File: src/rtl/json_int_array_encoder.sv
// Streams signed integers out as compact JSON array text, one ASCII byte per
// handshake, using a sequential shift-add-3 binary-to-BCD converter per element.
module json_int_array_encoder #(
  parameter int DATA_W = 32
) (
  input  logic              clk,
  input  logic              rst_n,
  input  logic              in_valid,
  output logic              in_ready,
  input  logic [DATA_W-1:0] in_data,
  input  logic              in_last,
  output logic              out_valid,
  input  logic              out_ready,
  output logic [7:0]        out_data,
  output logic              out_last
);

  // Decimal digit count of 2^(DATA_W-1); the magnitude of the most negative
  // value is the largest number the converter must represent.
  function automatic int num_digits(input int w);
    logic [64:0] v;
    int          n;
    v = 65'd1 << (w - 1);
    n = 0;
    for (int i = 0; i < 25; i++) begin
      if (v != 0) begin
        v = v / 65'd10;
        n++;
      end
    end
    return n;
  endfunction

  localparam int NDIG  = num_digits(DATA_W);
  localparam int BCD_W = 4 * NDIG;
  localparam int CNT_W = $clog2(DATA_W + 1);
  localparam int IDX_W = $clog2(NDIG);

  typedef enum logic [2:0] {IDLE, CONV, OPEN, SIGN, DIGITS, SEP} state_t;

  state_t             state;
  logic [BCD_W-1:0]   bcd;
  logic [DATA_W-1:0]  bin;
  logic [CNT_W-1:0]   cnt;
  logic [IDX_W-1:0]   idx;
  logic               neg;
  logic               last_r;
  logic               first;

  logic [BCD_W-1:0]   bcd_adj;
  logic [BCD_W-1:0]   bcd_step;
  logic [DATA_W-1:0]  bin_step;
  logic [IDX_W-1:0]   msd;
  logic [DATA_W-1:0]  mag;

  function automatic logic [7:0] digit_at(input logic [BCD_W-1:0] b,
                                          input logic [IDX_W-1:0] i);
    logic [BCD_W-1:0] s;
    s = b >> (4 * i);
    return 8'h30 + {4'h0, s[3:0]};
  endfunction

  // One double-dabble step: correct every digit >= 5, then shift the next
  // binary bit into the BCD register.
  always_comb begin
    // NOTE: every always_comb target gets a default first so no path can infer a latch.
    bcd_adj = bcd;
    for (int i = 0; i < NDIG; i++) begin
      if (bcd_adj[4*i +: 4] >= 4'd5) bcd_adj[4*i +: 4] = bcd_adj[4*i +: 4] + 4'd3;
    end
    bcd_step = {bcd_adj[BCD_W-2:0], bin[DATA_W-1]};
    bin_step = {bin[DATA_W-2:0], 1'b0};
  end

  // Most significant non-zero digit; stays 0 for the value zero so one '0' is sent.
  always_comb begin
    msd = '0;
    for (int i = 0; i < NDIG; i++) begin
      if (bcd[4*i +: 4] != 4'd0) msd = IDX_W'(i);
    end
  end

  assign mag = in_data[DATA_W-1] ? (~in_data) + DATA_W'(1) : in_data;

  // NOTE: sequential state uses non-blocking assignments only, so every register
  // samples values from before the edge regardless of statement order.
  always_ff @(posedge clk) begin
    if (!rst_n) begin
      state     <= IDLE;
      in_ready  <= 1'b0;
      out_valid <= 1'b0;
      out_data  <= 8'h00;
      out_last  <= 1'b0;
      // NOTE: the digit buffer is reset explicitly so a restart never sees stale digits.
      bcd       <= '0;
      bin       <= '0;
      cnt       <= '0;
      idx       <= '0;
      neg       <= 1'b0;
      last_r    <= 1'b0;
      first     <= 1'b1;
    end else begin
      case (state)
        IDLE: begin
          if (in_valid && in_ready) begin
            bin      <= mag;
            neg      <= in_data[DATA_W-1];
            last_r   <= in_last;
            bcd      <= '0;
            cnt      <= '0;
            in_ready <= 1'b0;
            state    <= CONV;
          end else begin
            in_ready <= 1'b1;
          end
        end
        CONV: begin
          if (cnt != CNT_W'(DATA_W)) begin
            bcd <= bcd_step;
            bin <= bin_step;
            cnt <= cnt + CNT_W'(1);
          end else begin
            // Conversion finished; locate the leading digit and present the first byte.
            idx       <= msd;
            out_valid <= 1'b1;
            if (first) begin
              state    <= OPEN;
              out_data <= 8'h5B;
            end else if (neg) begin
              state    <= SIGN;
              out_data <= 8'h2D;
            end else begin
              state    <= DIGITS;
              out_data <= digit_at(bcd, msd);
            end
          end
        end
        OPEN: begin
          if (out_ready) begin
            if (neg) begin
              state    <= SIGN;
              out_data <= 8'h2D;
            end else begin
              state    <= DIGITS;
              out_data <= digit_at(bcd, idx);
            end
          end
        end
        SIGN: begin
          if (out_ready) begin
            state    <= DIGITS;
            out_data <= digit_at(bcd, idx);
          end
        end
        DIGITS: begin
          if (out_ready) begin
            if (idx == '0) begin
              state    <= SEP;
              out_data <= last_r ? 8'h5D : 8'h2C;
              out_last <= last_r;
            end else begin
              idx      <= idx - IDX_W'(1);
              out_data <= digit_at(bcd, idx - IDX_W'(1));
            end
          end
        end
        SEP: begin
          if (out_ready) begin
            out_valid <= 1'b0;
            out_last  <= 1'b0;
            out_data  <= 8'h00;
            first     <= last_r;
            in_ready  <= 1'b1;
            state     <= IDLE;
          end
        end
        default: state <= IDLE;
      endcase
    end
  end

endmodule

File: config.mk
export PLATFORM = sky130hd
export DESIGN_NAME = json_int_array_encoder
export DESIGN_NICKNAME = d
export VERILOG_FILES = /design/src/rtl/json_int_array_encoder.sv
export SDC_FILE = /design/constraint.sdc
export NUM_CORES = 1
export LEC_CHECK = 0
export BUFFER_PORTS_ARGS = -buffer_cell sky130_fd_sc_hd__buf_2
export CAP_MARGIN = 10
export CORE_AREA = 2 2 136 138
export DETAILED_ROUTE_END_ITERATION = 6
export DIE_AREA = 0 0 138 140
export GPL_TIMING_DRIVEN = 0
export HOLD_SLACK_MARGIN = 0.08
export PLACE_DENSITY = 0.69
export SYNTH_ARGS = -nofsm -noshare
export SYNTH_HDL_FRONTEND = slang
export SYNTH_SLANG_ARGS = --single-unit
File: constraint.sdc
create_clock -name clk -period 3.45 [get_ports clk]
set_input_delay 0.345 -clock clk [delete_from_list [all_inputs] [get_ports clk]]
set_output_delay 0.345 -clock clk [all_outputs]
set_load 0.1 [all_outputs]
# Yosys cells after proc, flatten, opt, wreduce, memory -nomap -nowiden

Cells that the tools add are included.

$add $sub $neg: 16
$lt $le $gt $ge: 10
Equal/unequal tests: 15
Shift-type cells: 3
Mux-type cells: 63
Bitwise operators: 1
Reduce and logical (&&, ||, !) cells: 27

Operators by type and width:

| kind                  | number |
|---|---|
| $shr 40x6->4          | 3 |
| $mux 32               | 3 |
| $mux 4                | 20 |
| $mux 40               | 2 |
| $pmux 40 s2           | 1 |
| $pmux 32 s2           | 1 |
| $ge 4x3->1 const B    | 10 |
| $mux 8                | 5 |
| $pmux 8 s5            | 1 |
| $add 4x2->4 const B   | 9 |
| $reduce_bool 4->1     | 9 |
| $mux 7                | 5 |
| $add 32x1->32 const B | 1 |
| $not 32->32           | 1 |
| $mux 3                | 10 |
| $add 6x4->7 const A   | 3 |
| $ne 2x2->1 const B    | 9 |
| $pmux 3 s6            | 1 |
| $mux 6                | 2 |
| $pmux 6 s2            | 1 |
| $reduce_bool 2->1     | 5 |
| $pmux 4 s2            | 1 |
| $reduce_and 4->1      | 2 |
| $mux 1                | 7 |
| 16 further kinds      | 23 |

Flip-flop bits (word level): 99
Input port bits: 37
Output and inout bits: 11
Word-level logic and storage cells: 147

# Longest topological paths before layout

Depth after elaboration: 16
Gate-level depth with buffers: 13
Depth with buffers taken out: 9

# Least setup slack after synthesis

Ideal clock, no wire load.

Kind: register to register
From: register idx[0]
To: register state[2]
Setup time: 0.119 ns
Arrival time: 3.004 ns
Data required time: 3.331 ns
Path slack: 0.328 ns
Cell stages (with the launch flop): 13
Path buffers: 4
Clock period less this slack: 3.122 ns
Cells stage by stage: dfxtp_1 > buf_2 > buf_2 > buf_2 > inv_1 > ha_1 > or3b_2 > clkbuf_1 > nand2_1 > a21o_1 > a221oi_1 > nor2_1 > o221a_2

Word-level cells in the longest chain between the ends: 3

Ends and longest elaborated chain:

| item                              | RTL line | source |
|---|---|---|
| start, declared                   | 45       | `logic [IDX_W-1:0] idx;` |
| start signal, assigned            | 124      | `idx <= msd;` |
| start signal, assigned            | 162      | `idx <= idx - IDX_W'(1);` |
| $logic_not 4->1                   | 157      | `if (idx == '0) begin` |
| $ne 2x2->1 (no source line)       | n/a      |  |
| $reduce_and 7->1 (no source line) | n/a      |  |
| end signal, assigned              | 151      | `state <= DIGITS;` |
| end signal, assigned              | 158      | `state <= SEP;` |
| end signal, assigned              | 174      | `state <= IDLE;` |
| end, declared                     | 41       | `state_t state;` |

Every way passes these cells.
A chain may end at the register's enable or synchronous reset.

# Worst setup path after layout

From: register bcd[20]
To: register out_data[0]

Word-level cells in the longest chain between the ends: 12
Elaborated cells on any way between the ends: 21
Those cells by class: add/sub: 3; shift: 3; mux: 14; reduce/logical: 1

Ends and longest elaborated chain:

| item                   | RTL line | source |
|---|---|---|
| start, declared        | 42       | `logic [BCD_W-1:0] bcd;` |
| start signal, assigned | 119      | `bcd <= bcd_step;` |
| $reduce_bool 4->1      | 79       | `if (bcd[4*i +: 4] != 4'd0) msd = IDX_W'(i);` |
| $mux 4 (5 in series)   | 79       |  |
| $shr 40x6->4           | 59       | `s = b >> (4 * i);` |
| $add 6x4->7            | 60       | `return 8'h30 + {4'h0, s[3:0]};` |
| $mux 7                 | 129      | `end else if (neg) begin` |
| $mux 7                 | 126      | `if (first) begin` |
| $mux 8                 | 118      | `if (cnt != CNT_W'(DATA_W)) begin` |
| $pmux 8 s5 *           | 103      | `case (state)` |
| end signal, assigned   | 134      | `out_data <= digit_at(bcd, msd);` |
| end signal, assigned   | 145      | `out_data <= digit_at(bcd, idx);` |
| end signal, assigned   | 152      | `out_data <= digit_at(bcd, idx);` |
| end, declared          | 14       | `output logic [7:0] out_data,` |

Mark *: on every way between the ends. The rest lies on a longest branch, timed or not. The select of a mux whose other input is x is not followed.

==> run summary <==
RR Startpoint: bcd[20]$_SDFFE_PN0P_
post-detail-place hpwl: 16200 um
total congestion overflow: 0
pwr dens: 414 nW/um2
DR pass1 iterations: 5
# nets final: 1011
Tcrit/Tclk final: 0.950
Peak VDD IR: 0.374 mV
leak pwr: 0.00284 uW
Syn Inst Count: 892
Worst EP arrival: 3.53 ns
Synth-to-Final Area Change: 12.1%
met1 Track Usage GR: 0.307
most numerous cell in the Yosys netlist: dfxtp_1
IO buf count: 46
R2R Path End: out_data[0]$_SDFFE_PN0P_
antenna violations before repair: 0
Worst-Margin Slew: 0.832 ns
first-pass GRT wire length: 34300 um
clock-pin slew on the worst setup and hold paths: 0.07 ns
top-area cell type share of the netlist area: 0.274
# rows: 49
final setup vio count: 0
top post-synthesis cells by area: dfxtp_1 27%, mux4_2 5.0%, ha_1 4.6%
total power: 3310 uW
worst-case clock buffer depth: 2
Post-synth top cells: 98 x dfxtp_1, 73 x nand2_1, 70 x nor2_1
Starting Density: 0.402
max-cap violations: 0
Crit. End Element: register
Hold-fix buffers, CTS: 0
# IOs: 48
syn nets: 955
Clk Latency, worst-skew pair: 0.36 ns
WS Path Type: register to register
largest net degree at the start of global routing: 17
HP Start: in_last
placed instance area: 7670 um2
WL final: 21800 um
Worst path slowest cell: a21oi_2
status: complete, no violations
Core ar.: 17800 um2
delay of the slowest critical-path stage: 0.47 ns
ys flop type: dfxtp_1
DR WL/cell: 18.5 um
M3 GR Usage: 0.0489
Placer Congestion: 0.931
synthesized flop and latch total: 98
via count: 6958
Slew headroom: 0.441
die area: 19300 um2
CP Launch Type: register
final period demand of the worst path: 3.28 ns
Iter 0 DRT Violations: 506
Max H-tree Level: 3
Ant. Diodes: 0
worst path cell trace: inv_1 > ha_1 > nor3b_1 > o311ai_1 > a21oi_2 > buf_2 > mux2i_1 > o221ai_1 > nand3_1 > a41o_1
Clock Skews: 0.0105 ns
TritonCTS clock tree: done
TritonCTS Sinks: 98
Hold EP: last_r$_SDFFE_PN0P_
Synth warnings: 0
area leader, netlist: dfxtp_1
Yosys cell types: 69
Routed Antenna Nets: 0
Hold Crit Depth: 3
Async SR Flop Fraction: 0
Die Span Y: 140 um
clk root buf: clkbuf_16
met2 global-route usage: 0.343
Worst Reg-to-Reg Cells: 10
vias in the first global route: 6347
total track usage: 0.221
final-report hold violation count: 0
share of cells above drive strength 1: 0.117
Synth Cell Area: 7150 um2
R2R setup slack: 0.17 ns
sequential share of the synthesized area: 0.274
DRC: 0
FMAX: 305 MHz
busiest layer in global routing: met2
fin area: 8010 um2
RSZ-0062 raised after global routing: false
crit path max fanout: 10
syn avg cell area: 8.01 um2
TritonCTS buffer count: 9
EDFF count, synth: 0
vias per cell: 5.89
worst min path class: input pin to register
CP Data Required Time: 3.70 ns
final slew viol count: 0
Die W: 138 um
==> power breakdown <==
group | leakage [uW] | total (uW) | switching, uW | internal (uW)
combinational | 0.00190 | 911 | 677 | 234
sequential | 0.000794 | 1290 | 59.8 | 1230
clock | 0.000151 | 1110 | 474 | 640
total | 0.00284 | 3310 | 1210 | 2100
==> metrics by stage <==
step           hold slack (ns)   util  setup slack, ns  std cells  setup TNS, ns
5_1_grt                  0.293  0.451           0.0218       1181              0
3_3_place_gp             0.448  0.431           -0.225       1167         -0.895
3_5_place_dp             0.454  0.431           -0.230       1167          -1.04
6_report                 0.239  0.451            0.173       1181              0
4_1_cts                  0.241  0.449           0.0719       1181              0
2_1_floorplan            0.431      -            0.328        892              0
==> area by class of cell <==
| cell class | count | area [um2] |
|---|---|---|
| Multi-Input combinational cell | 692 | 4810 |
| Sequential cell | 98 | 1960 |
| Buffer | 66 | 277 |
| Fill cell | 1789 | 9770 |
| Inverter | 35 | 131 |
| Clock buffer | 10 | 229 |
| Tap cell | 229 | 287 |
| Clock inverter | 5 | 87.6 |
| Timing Repair Buffer | 46 | 230 |
==> repair_timing <==
action / CTS / global route
resized for setup: 2 / 4
buffers inserted: 0 / 0
setup endpoints to repair: 7 / 5
==> how the worst max path moves through the flow <==
| stage | startpoint | endpoint | slack, ns | depth (start not counted) |
|---|---|---|---|---|
| 2_1_floorplan | idx[0]$_SDFFE_PN0P_ | state[2]$_SDFFE_PN0P_ | 0.33 | 12 |
| 5_1_grt | bcd[20]$_SDFFE_PN0P_ | out_data[0]$_SDFFE_PN0P_ | 0.02 | 10 |
| 3_5_place_dp | idx[0]$_SDFFE_PN0P_ | state[2]$_SDFFE_PN0P_ | -0.23 | 12 |
| 3_3_place_gp | idx[0]$_SDFFE_PN0P_ | state[2]$_SDFFE_PN0P_ | -0.22 | 12 |
| 4_1_cts | idx[0]$_SDFFE_PN0P_ | state[2]$_SDFFE_PN0P_ | 0.07 | 12 |
| 6_report | bcd[20]$_SDFFE_PN0P_ | out_data[0]$_SDFFE_PN0P_ | 0.17 | 10 |
==> routing by layer <==
layer	vias up	share of wire
met5	-	0
met4	0	0.022
met3	31	0.078
met2	281	0.45
met1	3284	0.45
li1	3362	-
==> critical path: cells and delay by family, from the launching register on <==
kind            cells  cell delay, ns
flops               1            0.39
fa+ha+maj           1            0.24
mux                 1            0.12
simple gates        2            0.61
compound gates      4            1.26
buf+inv             2            0.54
==> kinds of logic (layout without fill, tap and decap cells) <==
group / after synthesis / in the layout / synth area share
compound gates: 255 / 255 / 0.249
xor+xnor: 46 / 46 / 0.0564
fa+ha+maj: 26 / 26 / 0.0455
buf+inv: 102 / 162 / 0.0569
flops: 98 / 98 / 0.274
mux: 46 / 46 / 0.0929
other cells: 1 / 1 / 0.000525
simple gates: 318 / 318 / 0.225
==> cells in the final DEF (no fill, tap or decap), types with 12 or more instances in the layout <==
cell type  Yosys  layout
mux2i_1       27      27
nor2b_1       28      28
xnor2_1       18      18
nand3_1       41      41
o31ai_1       12      12
a21boi_0      26      26
o21ai_0       53      53
o21a_1        15      15
a21oi_1       31      31
nor2_1        70      70
mux4_2        16      16
xor2_1        28      27
clkbuf_1      55      55
a211oi_1      12      12
ha_1          26      25
buf_2          4      48
nand2_1       73      73
o211ai_1      20      20
dfxtp_1       98      98
nor3_1        27      27
nand2b_1      19      19
inv_1         34      34
==> state kept, by name, summed over array words and instances (netlist names) <==
name       cells
bcd           40
bin           32
out_data       7
cnt            6
idx            4
state          3
first          1
in_ready       1
last_r         1
neg            1
out_last       1
out_valid      1
(Power assumes the default switching activity.)
